### src/rtl/fetch_queue.sv
// Instruction fetch stage: owns the fetch PC, issues single-outstanding requests to
// instruction memory, buffers returned words and hands them to decode in order.

package fetch_queue_pkg;

  typedef struct packed {
    logic [31:0] instruction;
    logic        illegal;
  } instruction_t;

  typedef struct packed {
    logic         valid;
    logic         ready;
    logic [31:0]  pc;
    instruction_t instruction;
    logic         exception;
    logic [3:0]   cause;
  } stage_status_t;

endpackage

module fetch_queue
  import fetch_queue_pkg::*;
#(
  parameter logic [31:0] RESET_PC   = 32'h0000_0000,
  parameter int unsigned FIFO_DEPTH = 2
) (
  input  logic          clk,
  input  logic          rst,
  input  logic          jump,
  input  logic [31:0]   pc_next,
  input  logic          stage_ready,
  output logic          mem_req,
  output logic [31:0]   mem_addr,
  input  logic          mem_ack,
  input  logic [31:0]   mem_rdata,
  output stage_status_t stage_out
);

  localparam int unsigned PtrW = (FIFO_DEPTH > 1) ? $clog2(FIFO_DEPTH) : 1;
  localparam int unsigned CntW = $clog2(FIFO_DEPTH + 1);

  typedef enum logic [0:0] {
    StFetch,
    StDiscard
  } state_e;

  state_e            state_q;
  logic [31:0]       fetch_pc_q;
  logic              pending_q;
  logic [31:0]       req_addr_q;
  logic [PtrW-1:0]   rd_ptr_q;
  logic [PtrW-1:0]   wr_ptr_q;
  logic [CntW-1:0]   count_q;
  logic [31:0]       pc_mem    [FIFO_DEPTH];
  logic [31:0]       instr_mem [FIFO_DEPTH];

  logic fifo_empty;
  logic fifo_full;
  logic pop;
  logic launch;
  logic ack;
  logic push;
  logic unused_pc_bits;

  assign unused_pc_bits = ^pc_next[1:0];

  assign fifo_empty = (count_q == '0);
  assign fifo_full  = (count_q == CntW'(FIFO_DEPTH));
  assign pop        = !fifo_empty && stage_ready;

  // A new request needs a slot that is free once this cycle's pop has happened;
  // the slot then stays reserved by pending_q until the ack lands.
  assign launch   = (state_q == StFetch) && !pending_q && (!fifo_full || pop);
  assign mem_req  = !rst && (pending_q || launch);
  assign mem_addr = pending_q ? req_addr_q : fetch_pc_q;
  assign ack      = mem_req && mem_ack;

  // Wrong-path data (redirect this cycle or a request left over from a redirect) is dropped.
  assign push = ack && (state_q == StFetch) && !jump;

  always_ff @(posedge clk) begin
    if (rst) begin
      state_q    <= StFetch;
      fetch_pc_q <= RESET_PC;
      pending_q  <= 1'b0;
      req_addr_q <= RESET_PC;
      rd_ptr_q   <= '0;
      wr_ptr_q   <= '0;
      count_q    <= '0;
    end else begin
      pending_q <= mem_req && !mem_ack;
      if (launch) begin
        req_addr_q <= fetch_pc_q;
      end

      unique case (state_q)
        StFetch: begin
          if (jump && mem_req && !mem_ack) begin
            state_q <= StDiscard;
          end
        end
        StDiscard: begin
          if (ack) begin
            state_q <= StFetch;
          end
        end
        default: state_q <= StFetch;
      endcase

      if (jump) begin
        // The head is consumed by decode and everything behind it is wrong-path.
        rd_ptr_q   <= '0;
        wr_ptr_q   <= '0;
        count_q    <= '0;
        fetch_pc_q <= {pc_next[31:2], 2'b00};
      end else begin
        if (push) begin
          wr_ptr_q   <= wr_ptr_q + PtrW'(1);
          fetch_pc_q <= mem_addr + 32'd4;
        end
        if (pop) begin
          rd_ptr_q <= rd_ptr_q + PtrW'(1);
        end
        if (push && !pop) begin
          count_q <= count_q + CntW'(1);
        end else if (!push && pop) begin
          count_q <= count_q - CntW'(1);
        end
      end
    end
  end

  always_ff @(posedge clk) begin
    if (push) begin
      pc_mem[wr_ptr_q]    <= mem_addr;
      instr_mem[wr_ptr_q] <= mem_rdata;
    end
  end

  always_comb begin
    stage_out       = '0;
    stage_out.ready = !rst;
    if (!rst && !fifo_empty) begin
      stage_out.valid                   = 1'b1;
      stage_out.pc                      = pc_mem[rd_ptr_q];
      stage_out.instruction.instruction = instr_mem[rd_ptr_q];
    end
  end

endmodule
### config.mk
export PLATFORM = sky130hd
export DESIGN_NAME = fetch_queue
export DESIGN_NICKNAME = d
export VERILOG_FILES = /design/src/rtl/fetch_queue.sv
export SDC_FILE = /design/constraint.sdc
export NUM_CORES = 1
export LEC_CHECK = 0
export CAP_MARGIN = 10
export CELL_PAD_IN_SITES_DETAIL_PLACEMENT = 1
export CELL_PAD_IN_SITES_GLOBAL_PLACEMENT = 1
export CORE_AREA = 2 2 188 116
export CTS_CLUSTER_SIZE = 30
export DETAILED_ROUTE_END_ITERATION = 8
export DIE_AREA = 0 0 190 118
export PLACE_DENSITY_LB_ADDON = 0.1
export SYNTH_ARGS = -nofsm -noshare
export SYNTH_HDL_FRONTEND = slang
export SYNTH_SLANG_ARGS = --single-unit
### constraint.sdc
create_clock -name clk -period 9.6 [get_ports clk]
set_clock_uncertainty 0.1 [all_clocks]
set_input_delay 1.92 -clock clk [delete_from_list [all_inputs] [get_ports clk]]
set_output_delay 1.92 -clock clk [all_outputs]
set_load 0.005 [all_outputs]
==> impl_metrics.json <==
{
  "ys_seq_area_share_pct": 58.5,
  "cp_data_required_time_ns": 7.58,
  "setup_viol": 0,
  "syn_to_final_growth_pct": 27.9,
  "num-nets-final": 1017,
  "slowest_stage": "buf_4",
  "grt_use_total_pct": 23.3,
  "cts_tree": "yes",
  "post_drt_wl_per_cell_um": 21.1,
  "die_w_um": 190,
  "antenna_left": 0,
  "postCtsResizedCells": 0,
  "synth.most_common_cell": "edfxtp_1",
  "max_cap_violations": 0,
  "start_kind": "primary input",
  "wirelength_um": 26100,
  "dp_hpwl_um": 17000,
  "finalHoldViolations": 0,
  "htreeDepth": 4,
  "numCtsBuffers": 17,
  "placementRows": 41,
  "gp_congestion": 0.855,
  "ir_drop_uv": 120,
  "crit_type": "primary input to primary output",
  "viasPerCell": 5.59,
  "port_buffers": 165,
  "cts_setup_buffers": 0,
  "yosys_warnings": 0,
  "timing.fmax_ghz": 0.164,
  "ys_ff_latch": 199,
  "synth_top_area_share_pct": 42.7,
  "postCtsHoldBufs": 0,
  "cts-root-buf": "clkbuf_16",
  "cp_data_arrival_time_ns": 4.06,
  "vias": 6920,
  "num_antenna_cells": 0,
  "clkSinkCount": 199,
  "drc": 0,
  "ys_types": 63,
  "relSlewSlack_pct": 20.3,
  "max_stage_delay_ns": 0.58,
  "crit_path_end_kind": "primary output",
  "synth_cells": 803,
  "clk_pin_slew_worst_paths_ns": 0.07,
  "yosysTopAreaCell": "edfxtp_1",
  "layout-drive-gt1-share_pct": 8.13,
  "first_global_vias": 7166,
  "leakagePower_nw": 3.81,
  "avgSynthCellArea_um2": 11.2,
  "fin_crit_ns": 6.08,
  "clockBufferDepth": 2,
  "p_per_area_mw_per_mm2": 170,
  "ys_top_cells_by_count": "edfxtp_1 (128), nand2_1 (101), nor2_1 (81), mux2i_1 (78), dfxtp_1 (71)",
  "instances_no_fill": 1238,
  "placed_cells": 1206,
  "die_area_mm2": 0.0224,
  "synth_flop_cell": "edfxtp_1",
  "die_h_um": 118,
  "first_pass_iters": 5,
  "grt_pass1_wl_um": 40400,
  "antenna_found_initial": 0,
  "fin_crit_sh_pct": 63.4,
  "status": "complete, no violations",
  "path_cells": "buf_2, clkinv_1, o21ai_4, buf_4, nor2_1, clkdlybuf4s50_1",
  "synth.area.top_cells": "edfxtp_1 (43%), dfxtp_1 (16%), mux2i_1 (8.7%), nand2_1 (4.2%), nor2_1 (3.4%)",
  "drt_iter0_markers": 507,
  "final-max-slew-violation-count": 0,
  "path_max_fanout": 59,
  "tightest_slew_ns": 1.19,
  "core_area_mm2": 0.0207,
  "worstHoldPathType": "flop to flop",
  "clock_latency_ns": 0.44,
  "overflow": 0,
  "rsz0062_at_grt": "false",
  "io_pins": 174,
  "synth_edf_count": 128,
  "initial_core_util_pct": 43.6,
  "synth_area_mm2": 0.00901,
  "grt_max_degree": 69,
  "finalSetupTns_ns": 0,
  "synthArstFlopShare_pct": 0
}
cell families (layout without fill, tap and decap cells):
| logic type | after synthesis | count (layout) | share of synthesized area (%) |
|---|---|---|---|
| flops | 199 | 199 | 58.5 |
| other cells | 1 | 6 | 0.0416 |
| xor+xnor | 10 | 10 | 0.972 |
| simple gates | 298 | 298 | 16.3 |
| buf+inv | 71 | 222 | 3.51 |
| compound gates | 121 | 121 | 8.85 |
| fa+ha+maj | 2 | 2 | 0.278 |
| mux | 101 | 101 | 11.5 |
layer usage:
metal	routed length [um]	part of all wire, %	GRT usage [%]	up-vias
met3	1250	4.8	4.68	11
met4	181	0.69	4.55	0
met2	12300	47	38.0	180
li1	-	-	-	3207
met1	12400	47	32.4	3522
met5	0	0	0	-
metrics by stage:
stage / setup slack [ns] / area [um2] / utilization [%] / hold WS, ns / power, mW
after global placement: 3.51 / 10900 / 52.5 / 0.340 / 1.17
after global routing: 3.36 / 11500 / 55.7 / 0.397 / 2.03
after detailed placement: 3.46 / 10900 / 52.5 / 0.362 / 1.18
after floorplan: 3.52 / 9030 / - / 0.333 / 1.08
final: 3.52 / 11500 / 55.7 / 0.370 / 1.96
after CTS: 3.44 / 11500 / 55.7 / 0.373 / 1.97
final cells by class:
| cell class | count | area [um2] |
|---|---|---|
| fill | 2196 | 9160 |
| tap | 279 | 349 |
| clock inverter | 11 | 194 |
| timing repair buffer | 174 | 1710 |
| clock buffer | 21 | 462 |
| sequential | 199 | 5270 |
| multi-input combinational | 538 | 3470 |
| inverter | 16 | 60.1 |
worst max-delay path, delay by kind of cell:
| kind | cells | cell delay [ns] |
|---|---|---|
| and+or+nand+nor | 1 | 0.15 |
| buffers and inverters | 4 | 1.57 |
| AOI/OAI and AO/OA | 1 | 0.33 |
cells in the final DEF (no fill, tap or decap), drive strengths merged, types with 21 or more instances in the layout:
cell type      Yosys  final
nand3             27     27
clkdlybuf4s50      0    163
clkbuf            28     21
nor2              81     81
dfxtp             71     71
mux2              23     23
edfxtp           128    128
a21oi             54     54
mux2i             78     78
nand2            102    102
sequential cells by signal (all words and copies together) (netlist names), named ones only:
signal and cells:
wr_ptr_q 1, state_q 1, fetch_pc_q 32, rd_ptr_q 1
instr_mem 64, pending_q 1, req_addr_q 32, pc_mem 64
count_q 2
where the power goes:
group	internal [mW]	switching [mW]
Sequential	0.939	0.0235
Combinational	0.0919	0.107
Clock	0.479	0.322
Total	1.51	0.453
path summary, 6_finish.rpt:
kind,depth (start not counted),start,endpoint,slack [ns]
setup / recovery,6,rst,stage_out[53],3.52
hold / removal,2,req_addr_q[24],req_addr_q[24],0.37
setup reg to reg,8,pending_q,fetch_pc_q[30],6.00
hold reg to reg,2,req_addr_q[24],req_addr_q[24],0.37
No activity file was read; power rests on OpenSTA's default activity.
